===== src/rtl/contador_parte1_pkg.sv =====
// Shared counter defaults and the count type used by the counter block and its bench.
package contador_parte1_pkg;

    localparam int CNT_WIDTH   = 8;
    localparam int CNT_RST_VAL = 0;

    typedef logic [CNT_WIDTH-1:0] count_t;

endpackage : contador_parte1_pkg


===== src/rtl/contador_parte1_if.sv =====
// Control/observation bundle of the up/down counter: the master drives direction
// and enable, the slave (the counter) drives the count.
interface contador_parte1_if
    import contador_parte1_pkg::*;
#(
    parameter int WIDTH = CNT_WIDTH
) ();

    logic             up_down;
    logic             enable;
    logic [WIDTH-1:0] conta;

    modport master (
        output up_down,
        output enable,
        input  conta
    );

    modport slave (
        input  up_down,
        input  enable,
        output conta
    );

endinterface : contador_parte1_if


===== src/rtl/contador_parte1_next.sv =====
// Combinational next-count logic: unsigned +1/-1 modulo 2^WIDTH, or hold.
module contador_next #(
    parameter int WIDTH = 8
) (
    input  logic [WIDTH-1:0] i_count,
    input  logic             i_up_down,
    input  logic             i_enable,
    output logic [WIDTH-1:0] o_next
);

    // Wrap in both directions falls out of the truncating WIDTH-bit arithmetic.
    always_comb begin
        o_next = i_count;
        if (i_enable) begin
            if (i_up_down) begin
                o_next = i_count + WIDTH'(1);
            end else begin
                o_next = i_count - WIDTH'(1);
            end
        end
    end

endmodule : contador_next


===== src/rtl/contador_parte1.sv =====
// Up/down counter: a single asynchronously reset count register fed by contador_next.
module contador_parte1
    import contador_parte1_pkg::*;
#(
    parameter int               WIDTH   = CNT_WIDTH,
    parameter logic [WIDTH-1:0] RST_VAL = WIDTH'(CNT_RST_VAL)
) (
    input  logic              clk,
    input  logic              rst,
    contador_parte1_if.slave  bus
);

    logic [WIDTH-1:0] r_count;
    logic [WIDTH-1:0] w_next;

    contador_next #(
        .WIDTH (WIDTH)
    ) u_next (
        .i_count   (r_count),
        .i_up_down (bus.up_down),
        .i_enable  (bus.enable),
        .o_next    (w_next)
    );

    // rst is active-low and asynchronous: the count clears without waiting for clk.
    always_ff @(posedge clk or negedge rst) begin
        if (!rst) begin
            r_count <= RST_VAL;
        end else begin
            r_count <= w_next;
        end
    end

    assign bus.conta = r_count;

endmodule : contador_parte1


===== src/flat_wrapper.sv =====
// flat-port wrapper written by rule: the top's interface ports become plain ports
module contador_parte1_flat import contador_parte1_pkg::*;
#(
    parameter int               WIDTH   = CNT_WIDTH,
    parameter logic [WIDTH-1:0] RST_VAL = WIDTH'(CNT_RST_VAL)
)
  (clk, rst, bus_up_down, bus_enable, bus_conta);
  contador_parte1_if #(.WIDTH(WIDTH)) bus_i ();
  input  logic clk;
  input  logic rst;
  input wire logic [$bits(bus_i.up_down)-1:0] bus_up_down;
  input wire logic [$bits(bus_i.enable)-1:0] bus_enable;
  output wire logic [$bits(bus_i.conta)-1:0] bus_conta;
  assign bus_i.up_down = bus_up_down;
  assign bus_i.enable = bus_enable;
  assign bus_conta = bus_i.conta;
  contador_parte1 #(.WIDTH(WIDTH), .RST_VAL(RST_VAL)) u_core (.clk(clk), .rst(rst), .bus(bus_i));
endmodule

===== config.mk =====
export PLATFORM = sky130hd
export DESIGN_NAME = contador_parte1_flat
export DESIGN_NICKNAME = d
export VERILOG_FILES = /design/src/rtl/contador_parte1_pkg.sv /design/src/rtl/contador_parte1_if.sv /design/src/rtl/contador_parte1_next.sv /design/src/rtl/contador_parte1.sv /design/src/flat_wrapper.sv
export SDC_FILE = /design/constraint.sdc
export NUM_CORES = 1
export LEC_CHECK = 0
export ABC_AREA = 1
export CORE_AREA = 8 8 45 47
export CTS_BUF_LIST = sky130_fd_sc_hd__clkbuf_2
export DETAILED_ROUTE_END_ITERATION = 10
export DIE_AREA = 0 0 53 55
export GPL_TIMING_DRIVEN = 0
export PLACE_DENSITY = 0.79
export SYNTH_ARGS = -nofsm -noshare
export SYNTH_HDL_FRONTEND = slang
export SYNTH_SLANG_ARGS = --single-unit

===== constraint.sdc =====
create_clock -name clk -period 1.8 [get_ports clk]
set_input_delay 0.18 -clock clk [delete_from_list [all_inputs] [get_ports clk]]
set_output_delay 0.18 -clock clk [all_outputs]
set_load 0.01 [all_outputs]

==> out/qor.yml <==
detailed_routing:
  first_pass_iters: 4
  num_vias: 569
  post_drt_via_cell_ratio: 4.991
  wl_per_cell_microns: 11.56
  ant_nets: 0
  drc: 0
  routed_wl_microns: 1318
  drt_iter0_drc: 3
timing:
  finClkSkew_ns: 0.001851
  layout_setup_ws_ns: 0.1963
  tightest_slew_ns: 0.4264
  slew_headroom_pct: 71.49
  hold_viol: 0
  post-route-period-util_pct: 89.10
  fin_crit_ns: 1.604
  rsz0062_at_grt: "false"
  max_freq_mhz: 623.5
  drv_slew: 0
  setup_violations: 0
synthesis:
  synth_seq_cells: 8
  synth_area_per_cell_sq_um: 7.463
  yosysTopAreaCell: "dfrtp_1"
  synth_area_sq_um: 634.4
  synth-seq-area-share_pct: 31.56
  syn-num-nets: 96
  syn_inst: 85
  yosysWarnings: 0
  ys_types: 17
  synth_area_leaders: "dfrtp_1 (32%), nand2_1 (19%), ha_1 (12%)"
  synth_top_cell_area_share_pct: 31.56
setup_path:
  cp_top_family: "buffers and inverters"
  cp_data_required_time_ns: 1.95
  path_common_cell: "nand2_1"
  reg2regPathDepth: 7
  cp.depth: 9
  crit_path_start: "bus_up_down"
  path_buf_inv: 2
  arrival_ns: 1.76
  max_stage_delay_ns: 0.55
  cp_slowest_cell: "clkdlybuf4s50_1"
  startpoint_type: "primary input"
  reg2reg_from: "u_core.bus.conta[0]$_DFFE_PN0P_"
  end_kind: "flop"
  path_cells: "clkdlybuf4s50_1 > inv_2 > fa_1 > nand2_1 > nand2_1 > nand3b_1 > nand3_1 > nand3_1 > nand2_1"
  crit_fanout: 7
  path_class: "in -> reg"
placement:
  port_buffers: 10
  pre_cts_ws_ns: -0.1370
  gp_congestion: 0.7835
  dpl_cell_area_sq_um: 754.5
  dp.final_hpwl_microns: 988
clocking:
  cts_tree: "yes"
  cts_max_level: 1
  cts_hold_buf: 0
  cts-root-buf: "clkbuf_2"
  clk_pin_slew_ns: 0.09
  post-cts-setup-buffers: 0
  clock_path_buffers: 2
  cts_buffers: 3
  clk_latency_ns: 0.25
  cts.sink_count: 8
power_and_ir_drop:
  total_power_uw: 1357
  pwr-share-comb_pct: 64.6
  p_leak_uw: 0.0004095
  swShare_pct: 45.17
  ir_drop_mv: 0.8555
  p_int_uw: 744.1
  clkPwrFrac_pct: 8.6
  p_per_area_nw_per_um2: 1764
  p_sw_uw: 613.0
  seqPwrFrac_pct: 26.8
hold_path:
  hold_path.class: "in -> reg"
  whs_path_depth: 2
  hold_start: "bus_enable"
global_route:
  grt_max_degree: 10
  grt_pass1_wl_microns: 2290
  grt_pass1_vias: 569
  grt_use_total_pct: 10.62
  gr-total-overflow: 0
  antenna_found_initial: 0
floorplanning:
  core_area_sq_um: 1384
  die_x_microns: 53
  num_rows: 14
  die_h_microns: 55
  start_util_pct: 45.84
  io_pins: 12
  die_area_sq_um: 2915
cells_and_area:
  layout.nets: 111
  design_area_sq_um: 769.5
  final_cell_mix: "nand2_1 (32), clkdlybuf4s50_1 (10), inv_1 (9), nand3_1 (9), dfrtp_1 (8)"
  drive_gt1_share_pct: 10.20
  largest_register_ffs: 8
  diodes: 0
  final_common_cell: "nand2_1"
  area_growth_pct: 21.30
status:
  status: "complete, no violations"
flow_run:
  maxCapViolCount: 0
==> Yosys cell counts (all sizes together) <==
cell	instances
a21oi	4
buf	1
dfrtp	8
fa	1
ha	6
inv	11
nand2	33
nand3	9
nand3b	2
nor2	4
o21ai	3
or2	1
xor2	2
==> worst reg2reg max path: stages, from the launching register on <==
cell and delay (ns):
dfrtp_1 0.44, fa_1 0.46, nand2_1 0.10, nand2_1 0.09, nand3b_1 0.11, nand3_1 0.07
nand3_1 0.08, nand2_1 0.05
==> routing by layer <==
metal	up-vias	global-route usage [%]	wire, microns
li1	294	-	-
met1	258	11.94	645
met2	12	17.58	567
met3	5	3.743	76
met4	0	5.172	27
met5	-	0	0
==> final cells by class <==
class,count,area (sq um)
Clock buffer,3,15.01
Sequential cell,8,200.2
Timing Repair Buffer,10,100.1
Multi-Input combinational cell,65,381.6
Buffer,1,11.26
Fill cell,138,614.3
Inverter,11,41.29
Tap cell,16,20.02
==> timing repair <==
action	in CTS	in global routing
resized for setup	0	1
setup endpoints to repair	0	2
endpoints found under the hold margin	0	0
==> kinds of logic after synthesis <==
group	Yosys count	synth area share [%]
adders and majority gates	7	14.99
AOI/OAI and AO/OA	7	7.297
xor gates and xnor gates	2	3.946
DFF	8	31.56
buffers and inverters	12	8.284
and+or+nand+nor	49	33.92
==> power by group through the flow <==
stage	registers (uW)	logic [uW]	clock network, uW
after floorplan	403	553	0
after global placement	364	865	0
after detailed placement	368	882	0
after CTS	366	890	118
after global routing	378	994	126
final	363	877	117
==> final timing paths <==
| check | to | slack, ns |
|---|---|---|
| max reg2reg | u_core.bus.conta[6]$_DFFE_PN0P_ | 0.30 |
| max | u_core.bus.conta[6]$_DFFE_PN0P_ | 0.20 |
| min in group asynchronous | u_core.bus.conta[6]$_DFFE_PN0P_ | 0.22 |
| min | u_core.bus.conta[0]$_DFFE_PN0P_ | 0.15 |
| min reg2reg | u_core.bus.conta[5]$_DFFE_PN0P_ | 0.52 |
| max in group asynchronous | u_core.bus.conta[1]$_DFFE_PN0P_ | 1.28 |
==> stage by stage <==
| step | utilization (%) | cells | hold WS (ns) | setup TNS (ns) |
|---|---|---|---|---|
| after floorplan | - | 85 | -0.1156 | 0 |
| after global placement | 54.52 | 111 | 0.4152 | -0.3155 |
| after detailed placement | 54.52 | 111 | 0.4179 | -0.4366 |
| after CTS | 55.61 | 114 | 0.1512 | 0 |
| after global routing | 55.61 | 114 | 0.1482 | 0 |
| final | 55.61 | 114 | 0.1542 | 0 |
No activity file was read; power rests on OpenSTA's default activity.
